===== config.mk =====
export PLATFORM = sky130hd
export DESIGN_NAME = uart_rx_ctrl
export DESIGN_NICKNAME = d
export VERILOG_FILES = /design/src/rtl/uart_rx_ctrl.sv
export SDC_FILE = /design/constraint.sdc
export NUM_CORES = 1
export LEC_CHECK = 0
export ABC_AREA = 1
export ABC_CLOCK_PERIOD_IN_PS = 1600
export CELL_PAD_IN_SITES_DETAIL_PLACEMENT = 0
export CELL_PAD_IN_SITES_GLOBAL_PLACEMENT = 1
export CORE_UTILIZATION = 37
export DETAILED_ROUTE_END_ITERATION = 8
export GPL_ROUTABILITY_DRIVEN = 0
export GPL_TIMING_DRIVEN = 0
export MAX_ROUTING_LAYER = met4
export PLACE_DENSITY = 0.82
export SLEW_MARGIN = 20
export SYNTH_ARGS = -nofsm -noshare
export SYNTH_HDL_FRONTEND = slang
export SYNTH_SLANG_ARGS = --single-unit

===== constraint.sdc =====
create_clock -name clk -period 1.6 [get_ports clk]
set_clock_uncertainty 0.05 [all_clocks]
set_input_delay 0.32 -clock clk [delete_from_list [all_inputs] [get_ports clk]]
set_output_delay 0.32 -clock clk [all_outputs]
set_load 0.02 [all_outputs]

===== src/rtl/uart_rx_ctrl.sv =====
// UART receive sequencer: frames start/data/[parity]/stop from oversampling ticks and hands bytes out
// through a one-entry valid/ready buffer. Define UART_RX_PARITY_EN to compile in the parity bit.
module uart_rx_ctrl #(
  parameter int OVERSAMPLE = 16,
  parameter int DATA_BITS  = 8,
  parameter int PARITY_ODD = 0
) (
  input  logic                 clk,
  input  logic                 rst_n,
  input  logic                 samp_clk,
  input  logic                 rx,
  output logic [DATA_BITS-1:0] data,
  output logic                 valid,
  input  logic                 ready,
  output logic                 perr,
  output logic                 ferr,
  output logic                 overrun,
  output logic                 busy
);

  localparam int CW = $clog2(OVERSAMPLE);
  localparam int BW = $clog2(DATA_BITS + 1);
  localparam logic [CW-1:0] HALF_M1  = CW'(OVERSAMPLE / 2 - 1);
  localparam logic [CW-1:0] FULL_M1  = CW'(OVERSAMPLE - 1);
  localparam logic [BW-1:0] LAST_BIT = BW'(DATA_BITS - 1);
  localparam logic          ODD      = (PARITY_ODD != 0);

  typedef enum logic [2:0] {
    S_IDLE   = 3'd0,
    S_START  = 3'd1,
    S_DATA   = 3'd2,
`ifdef UART_RX_PARITY_EN
    S_PARITY = 3'd3,
`endif
    S_STOP   = 3'd4,
    S_BREAK  = 3'd5
  } state_e;

  function automatic logic parity_err(input logic [DATA_BITS-1:0] bits, input logic pbit);
    return (((^bits) ^ pbit) != ODD);
  endfunction

  state_e               state_q, state_d;
  logic [CW-1:0]        cnt_q, cnt_d, cnt_inc_s;
  logic [BW-1:0]        bit_q, bit_d;
  logic [DATA_BITS-1:0] shift_q, shift_d;
  logic                 par_err_q, par_err_d;
  logic [DATA_BITS-1:0] data_q, data_d;
  logic                 valid_q, valid_d;
  logic                 perr_q, perr_d;
  logic                 ferr_q, ferr_d;
  logic                 overrun_q, overrun_d;
  logic                 busy_q, busy_d;
  logic                 done_s;
  logic                 full_tick_s;

  // Frame sequencing and output-buffer next-state logic.
  always_comb begin
    state_d     = state_q;
    cnt_d       = cnt_q;
    bit_d       = bit_q;
    shift_d     = shift_q;
    par_err_d   = par_err_q;
    data_d      = data_q;
    valid_d     = valid_q;
    perr_d      = perr_q;
    ferr_d      = 1'b0;
    overrun_d   = 1'b0;
    done_s      = 1'b0;
    cnt_inc_s   = (cnt_q == FULL_M1) ? {CW{1'b0}} : cnt_q + CW'(1);
    full_tick_s = samp_clk && (cnt_q == FULL_M1);

    case (state_q)
      S_IDLE: begin
        if (samp_clk && !rx) begin
          state_d = S_START;
          cnt_d   = {CW{1'b0}};
        end else begin
          state_d = S_IDLE;
        end
      end
      S_START: begin
        if (samp_clk && (cnt_q == HALF_M1)) begin
          cnt_d   = {CW{1'b0}};
          bit_d   = {BW{1'b0}};
          state_d = rx ? S_IDLE : S_DATA;
        end else if (samp_clk) begin
          cnt_d = cnt_inc_s;
        end else begin
          cnt_d = cnt_q;
        end
      end
      S_DATA: begin
        if (full_tick_s) begin
          cnt_d   = {CW{1'b0}};
          shift_d = {rx, shift_q[DATA_BITS-1:1]};
          if (bit_q == LAST_BIT) begin
            bit_d = {BW{1'b0}};
`ifdef UART_RX_PARITY_EN
            state_d = S_PARITY;
`else
            state_d = S_STOP;
`endif
          end else begin
            bit_d = bit_q + BW'(1);
          end
        end else if (samp_clk) begin
          cnt_d = cnt_inc_s;
        end else begin
          cnt_d = cnt_q;
        end
      end
`ifdef UART_RX_PARITY_EN
      S_PARITY: begin
        if (full_tick_s) begin
          cnt_d     = {CW{1'b0}};
          par_err_d = parity_err(shift_q, rx);
          state_d   = S_STOP;
        end else if (samp_clk) begin
          cnt_d = cnt_inc_s;
        end else begin
          cnt_d = cnt_q;
        end
      end
`endif
      S_STOP: begin
        if (full_tick_s) begin
          cnt_d = {CW{1'b0}};
          if (rx) begin
            done_s  = 1'b1;
            state_d = S_IDLE;
          end else begin
            ferr_d  = 1'b1;
            state_d = S_BREAK;
          end
        end else if (samp_clk) begin
          cnt_d = cnt_inc_s;
        end else begin
          cnt_d = cnt_q;
        end
      end
      S_BREAK: begin
        if (samp_clk && rx) begin
          state_d = S_IDLE;
        end else begin
          state_d = S_BREAK;
        end
      end
      default: begin
        state_d = S_IDLE;
        cnt_d   = {CW{1'b0}};
        bit_d   = {BW{1'b0}};
      end
    endcase

    // A completing byte may replace a held one only if that one is consumed this same edge.
    if (done_s) begin
      if (!valid_q || ready) begin
        data_d  = shift_q;
`ifdef UART_RX_PARITY_EN
        perr_d  = par_err_q;
`else
        perr_d  = 1'b0;
`endif
        valid_d = 1'b1;
      end else begin
        overrun_d = 1'b1;
      end
    end else if (valid_q && ready) begin
      valid_d = 1'b0;
    end else begin
      valid_d = valid_q;
    end

    busy_d = (state_d != S_IDLE);
  end

  // State, counters and registered outputs.
  always_ff @(posedge clk or negedge rst_n) begin
    if (!rst_n) begin
      state_q   <= S_IDLE;
      cnt_q     <= {CW{1'b0}};
      bit_q     <= {BW{1'b0}};
      shift_q   <= {DATA_BITS{1'b0}};
      par_err_q <= 1'b0;
      data_q    <= {DATA_BITS{1'b0}};
      valid_q   <= 1'b0;
      perr_q    <= 1'b0;
      ferr_q    <= 1'b0;
      overrun_q <= 1'b0;
      busy_q    <= 1'b0;
    end else begin
      state_q   <= state_d;
      cnt_q     <= cnt_d;
      bit_q     <= bit_d;
      shift_q   <= shift_d;
      par_err_q <= par_err_d;
      data_q    <= data_d;
      valid_q   <= valid_d;
      perr_q    <= perr_d;
      ferr_q    <= ferr_d;
      overrun_q <= overrun_d;
      busy_q    <= busy_d;
    end
  end

  assign data    = data_q;
  assign valid   = valid_q;
  assign perr    = perr_q;
  assign ferr    = ferr_q;
  assign overrun = overrun_q;
  assign busy    = busy_q;

endmodule


==> summary.md <==
The final setup slack of the worst path came out at 0.112 ns. CTS placed an instance of clkbuf_8 at the clock tree root. The tools report the launching point of the worst reg2reg path as cnt_q[0]. The number of pins with negative max-slew slack in the final report came out at 0. Buffer and inverter count on the worst path: 1. The die outline area was 4510 um2. The most common cell after layout, fill and taps aside is nand2_1. The tools report the number of maximum-capacitance violations as 0.

The fraction of synthesized cell area in xor and xnor cells was 0.00558. Share of the cycle needed by the critical path after routing: 0.930. TritonCTS built the clock tree.

The clock tree synthesis step divided the H-tree into 2 levels. The initial core utilization came out at 0.390. The number of nets handed over by synthesis was 192.

STA classifies the critical path startpoint as a flip-flop. The run gives 1,221 as the total via count after detailed routing. The cell count after synthesis came out at 185.

Each instance of the synthesized netlist takes up on average 8.49 um2. The worst path in the final design needs a cycle of 1.49 ns, including I/O delays and setup. Hold repair after CTS inserted 0 buffers.

The filler cell count is 421, and the maximum number of pins on one net before global-route repair is 32. Power spread over the standard cell area amounts to 1160 nW/um2. The logs give 0.494 for the sequential-to-total area share from yosys stat and 0 for the final setup violation count. The multiplexer share of the synthesized area was 0; the placeable core region was 4030 um2.

Counting buffers and inverters, the worst setup path is 7 cells deep. The total routing usage reported by global routing came out at 0.154. Synthesis inferred 31 register bits. For the worst setup path, the data required time is 1.73 ns.

After synthesis, the largest family of logic cells by area is simple AND/OR/NAND/NOR gates. The final layout contains routed wiring with a total length of 2.83 mm. The signal arrival time at the worst endpoint came out at 1.61 ns. After global routing the overflow that remains totals 0. The kind of critical path is flip-flop to flip-flop.

For the pin with the worst max-slew slack, the measured transition is 0.666 ns. 18 I/O pins were placed. Clock tree synthesis inserted a total of 5 buffers.

The number of antenna diodes in the final layout is 0. Final instance area: 1920 um2. Worst reg2reg path endpoint: data[6]. For this design the static power due to leakage is 0.997 nW.

The headroom to the max-slew limit was 0.556. The family with the most delay on the worst path is simple AND/OR/NAND/NOR gates. The clock sink count is 31, and the routed length per instance is 10.9 um.

The x dimension of the die came out at 67.1 um. Following the worst setup path forward leads to its endpoint at data[6]. The signal on the critical path passes through ha_4 > nand2_2 > nor2_8 > nand4_4 > buf_6 > nand2_2 > o21ai_2.

The latest clock arrival within the worst-skew pair came out at 0.28 ns. The cell repeated most along the worst path is nand2_2. For this run, the number of standard cells in the final layout without fillers is 259. Switching power share of the total: 0.305.

The logs give 1570 um2 for the area of the mapped netlist and 672 MHz for the achievable clock frequency. STA classifies the critical path endpoint as a flip-flop. The placement-stage worst setup slack came out at -0.131 ns. Class of the tightest hold or removal check: input pin to async pin. Summing all placed instances gives a cell area of 1780 um2.

For the minimum setup slack among reg-to-reg paths, the log shows 0.11 ns. The arithmetic-cell share of the synthesized area counting full adders, half adders and majority gates was 0.0159. In this run the vertical extent of the chip is 67.1 um. The first global-routing pass estimated 4.86 mm of wire.

For this run, the detailed router's first-pass iteration total came to 4. The cell depth of the worst flop-to-flop path is 7, and the worst voltage drop across the vdd grid is 610 uV. The peak per-stage delay on the critical path works out to 0.41 ns. In the layout the commonest cells are 51 x nand2_1, 29 x dfrtp_1, 23 x inv_1. The portion of total power attributed to combinational logic is 0.232. The run finished with clean final reports.

The row count was 23; the number of placed instances with taps included was 250. The run gives 0 as the warning count from the yosys run. For this design the total switching power over the nets is 683 uW. Setup repair after global routing left no endpoint under its margin. For the cell-internal power, the log shows 1.55 mW. At the end of the flow, the number of nets in the layout was 215. Share of total power in sequential cells: 0.415. The first routing iteration left 52 violations. The accumulated negative setup slack came out at 0 ns.

The tools report the via count of the first global-routing pass as 1,083. Tracing the worst setup path back leads to its startpoint at cnt_q[0]. After detailed routing, the number of remaining DRC violations is 0. The post-synthesis compound-gate area fraction was 0.0988; the number of nets still failing antenna checks after routing was 0. Input and output buffers added on the ports amount to 15. The count of distinct cell types in the synthesized netlist is 24, and the synthesized-area fraction occupied by and/or/nand/nor cells is 0.301. Master of the slowest instance on the critical path: dfrtp_2. The routed via count divided by cell count is 4.71, and the maximum buffer depth of the clock tree is 2. The proportion of power drawn by the clock network was 0.352; the hold violation count in the final report was 0.

The proportion of layout cells with a drive suffix above 1 came out at 0.191. The largest fanout on the critical path was 10. After clock tree synthesis, the clock-pin slew on the worst setup and hold paths is 0.07 ns. From synthesis to final layout, the design area changed by 22.3%. The worst-case hold slack is 0.0146 ns, and the number of antenna violations at the first check in global routing is 0. The HPWL after detailed placement is 2.07 mm.
-- sequential cells by signal (all words and copies together), names as in the netlist --
signal and flops:
valid 1, data 8, cnt_q 4, ferr 1, overrun 1, busy 1, state_q 3, shift_q 8
bit_q 4
-- kinds of logic after synthesis --
| group | Yosys count |
|---|---|
| and+or+nand+nor | 99 |
| DFF | 31 |
| buffers and inverters | 28 |
| AOI/OAI and AO/OA | 23 |
| adders and majority gates | 2 |
| xor gates and xnor gates | 1 |
| other | 1 |
-- how the worst min path moves through the flow --
stage | start | to | slack (ns) | cells after the start
2_1_floorplan | rst_n | bit_q[0] | -0.03 | 0
3_3_place_gp | data[0] | data[0] | 0.42 | 2
3_5_place_dp | rst_n | data[0] | 0.35 | 1
4_1_cts | rst_n | data[1] | 0.04 | 1
5_1_grt | rst_n | data[2] | 0.06 | 1
6_report | rst_n | data[0] | 0.01 | 1
-- worst register-to-register path: cells and delay by family, from the launching register on --
family                     cells  cell delay [ns]
buffers and inverters          1             0.20
DFF                            1             0.41
adders and majority gates      1             0.18
and+or+nand+nor                4             0.48
AOI/OAI and AO/OA              1             0.05
-- power by group through the flow --
stage | Sequential [mW] | Combinational, mW | Clock [mW]
after global placement | 0.922 | 0.492 | 0
after CTS | 0.921 | 0.514 | 0.807
final | 0.928 | 0.520 | 0.788
after detailed placement | 0.921 | 0.494 | 0
after global routing | 0.939 | 0.622 | 0.849
after floorplan | 0.923 | 0.357 | 0
-- cell usage after synthesis (all sizes together) --
| cell type | number | area share |
|---|---|---|
| xor2 | 1 | 0.0056 |
| nand2 | 55 | 0.14 |
| o211ai | 1 | 0.0048 |
| inv | 23 | 0.055 |
| nor2 | 14 | 0.049 |
| nor3 | 2 | 0.0064 |
| nand3 | 22 | 0.070 |
| dfrtp | 31 | 0.49 |
| or2 | 2 | 0.0096 |
| nand4 | 4 | 0.025 |
| ha | 2 | 0.016 |
| buf | 5 | 0.027 |
| o21ai | 22 | 0.094 |
| conb | 1 | 0.0024 |
-- layer usage --
metal | vias to the layer above | track usage | wire [um]
met4 | 0 | 0.0559 | 58
met1 | 556 | 0.199 | 1390
li1 | 637 | - | -
met3 | 5 | 0.0557 | 106
met2 | 23 | 0.219 | 1270
met5 | - | - | 0
-- layout make-up --
type	count	area [um2]	area share
Buffer	5	42.5	0.0221
Clock buffer	6	82.6	0.0430
Clock inverter	2	35.0	0.0182
Inverter	23	86.3	0.0450
Multi-Input combinational cell	126	688	0.358
Sequential cell	31	778	0.405
Tap cell	50	62.6	0.0326
Timing Repair Buffer	16	145	0.0756
-- per-stage QoR --
| step | util | total power [mW] |
|---|---|---|
| 2_1_floorplan | - | 1.28 |
| 3_3_place_gp | 0.443 | 1.41 |
| 3_5_place_dp | 0.441 | 1.42 |
| 4_1_cts | 0.470 | 2.24 |
| 5_1_grt | 0.477 | 2.41 |
| 6_report | 0.477 | 2.24 |
-- what timing repair did --
| item | in CTS | in global routing |
|---|---|---|
| setup buffers | 0 | 1 |
| pin swaps | 0 | 1 |
| setup endpoints to repair | 22 | 14 |
| gates resized for setup | 12 | 7 |
| gates cloned | 0 | 0 |
Note: power is estimated with default switching activity, not from simulation.
==> RTL change: new RTL, config.mk and constraints unchanged <==
Compare `cnt_q` against `HALF_M1` with >= in place of ==.
--- a/src/rtl/uart_rx_ctrl.sv
+++ b/src/rtl/uart_rx_ctrl.sv
@@ -80,7 +80,7 @@
         end
       end
       S_START: begin
-        if (samp_clk && (cnt_q == HALF_M1)) begin
+        if (samp_clk && (cnt_q >= HALF_M1)) begin
           cnt_d   = {CW{1'b0}};
           bit_d   = {BW{1'b0}};
           state_d = rx ? S_IDLE : S_DATA;
Formal check against the unedited RTL: no difference found for any inputs over 10 cycles, from zero or initial values and one cycle with rst_n low; that may be too few to reach the edited logic, so the function may still have changed.
==> RTL change against the original RTL <==
  * Die area is 4.9% higher
  * Sequential share of layout area decreased by 2.1 points
  * Sequential power grew 6.2%
  * Clock power rose by 3.6%
  * Setup slack got worse by 0.0090 ns
  * Sequential cell count did not move
  * Area after synthesis up 5.1%
  * Critical path depth unchanged
  * Wire length rose by 16%
  * Cell area grew 5.1%
  * Total power up 15%
==> RTL change: results (changes against the original RTL) <==
** Placement
- The cell area reported after detailed placement came to 1860 um^2 (was 1780 um^2).
- DP Cell Count :: 266 (was 250)

** Run status
- Status :: complete, no violations (unchanged)

** Clock tree
- The number of gates resized after cts was 10 (was 12).

** Pwr
- Combinational cell power :: 0.770 mW (was 0.520 mW)
- Sequential Power Share :: 0.383 (was 0.415)
- The leakage power total was 1.07 nW (was 0.997 nW).
- The net switching share of the total power came to 0.355 (was 0.305).
- Total power after layout :: 2.57 mW (was 2.24 mW)
- The peak ir drop on the vdd network came to 0.000509 V (was 0.000610 V).

** GRT
- The via count of the first global-routing pass came to 1195 (was 1083).
- The first-pass GRT wire length was 5400 um (was 4860 um).
- Met1 track demand over resource in global routing :: 0.218 (was 0.199)
- The met3 usage is 0.0395 (was 0.0557).

** Layout
- The number of nets in the layout came to 231 (was 215).
- The share of cells above drive strength 1 was 0.222 (was 0.191).
- The count of filler cells inserted in the layout was 408 (was 421).
- Combined area of the multi-input logic cells :: 756 um^2 (was 688 um^2)
- The count of buffers not belonging to the clock network in the layout is 20 (was 21).
- The sequential cell area came to 776 um^2 (was 778 um^2).
- Number of multi-input combinational cells in the layout :: 135 (was 126)
- Final instance area :: 2020 um^2 (was 1920 um^2)
- The area fraction of clock buffers and clock inverters came to 0.0583 (was 0.0612).

** Worst setup path
- Worst R2R End :: data[7] (was data[6])
- Cell at the slowest stage of the critical path :: sky130_fd_sc_hd__dfrtp_1 (was sky130_fd_sc_hd__dfrtp_2)
- The delay of the slowest cell on the worst path came to 0.45 ns (was 0.41 ns).
- The cell family with the largest share of critical-path delay is flip-flops (was simple AND/OR/NAND/NOR gates).

** Detailed routing
- The overall via count from detail_route is 1276 (was 1221).
- Length of routed met3 wiring :: 104 um (was 106 um)
- Routed length on met2 :: 1460 um (was 1270 um)
- Drt first-iter violations :: 72 (was 52)
- Mean number of vias per cell :: 4.64 (was 4.71)

** STA
- Measured slew at the worst slew-check pin :: 0.690 ns (was 0.666 ns)
- Worst slack on hold paths :: 0.0172 ns (was 0.0146 ns)

** Synth
- Most used standard cells in the synthesized netlist: sky130_fd_sc_hd__nand2_1, sky130_fd_sc_hd__dfrtp_1, sky130_fd_sc_hd__inv_1, sky130_fd_sc_hd__nand3_1, sky130_fd_sc_hd__o21ai_2 (was sky130_fd_sc_hd__nand2_1, sky130_fd_sc_hd__dfrtp_1, sky130_fd_sc_hd__inv_1, sky130_fd_sc_hd__nand3_1, sky130_fd_sc_hd__nor2_1).
- Biggest area contributors in the synthesized netlist :: sky130_fd_sc_hd__dfrtp_1, sky130_fd_sc_hd__nand2_1, sky130_fd_sc_hd__o21ai_2 (was sky130_fd_sc_hd__dfrtp_1, sky130_fd_sc_hd__nand2_1, sky130_fd_sc_hd__nand3_1)
- Number of nets in the synthesized netlist :: 208 (was 192)
==> RTL change: cell types whose count changed after synthesis, sizes merged, moves of 2 or more <==
cell and change:
inv +7, or2 -2, nor2 +4, o21ai -2, nand2 +8
==> RTL change: worst max-delay path by stage <==
| stage | start | endpoint | slack [ns] | cells past startpoint |
|---|---|---|---|---|
| 6_report | cnt_q[0] | data[7] | 0.10 | 7 |
| 5_1_grt | cnt_q[0] | bit_q[1] | 0.0007 | 8 |
| 4_1_cts | busy | busy | 0.008 | 1 |
| 3_5_place_dp | rx | data[7] | -0.08 | 7 |
| 3_3_place_gp | rst_n | data[2] | -0.44 | 1 |
| 2_1_floorplan | cnt_q[0] | data[7] | 0.22 | 7 |
==> RTL change: kinds of logic after synthesis <==
kind of cell | Yosys count | synth area share
other | 1 | 0.00227
AND/OR/NAND/NOR | 110 | 0.315
buffers and inverters | 35 | 0.0932
adder cells (fa/ha/maj) | 2 | 0.0152
flip-flops | 31 | 0.470
AO/OA/AOI/OAI | 22 | 0.105
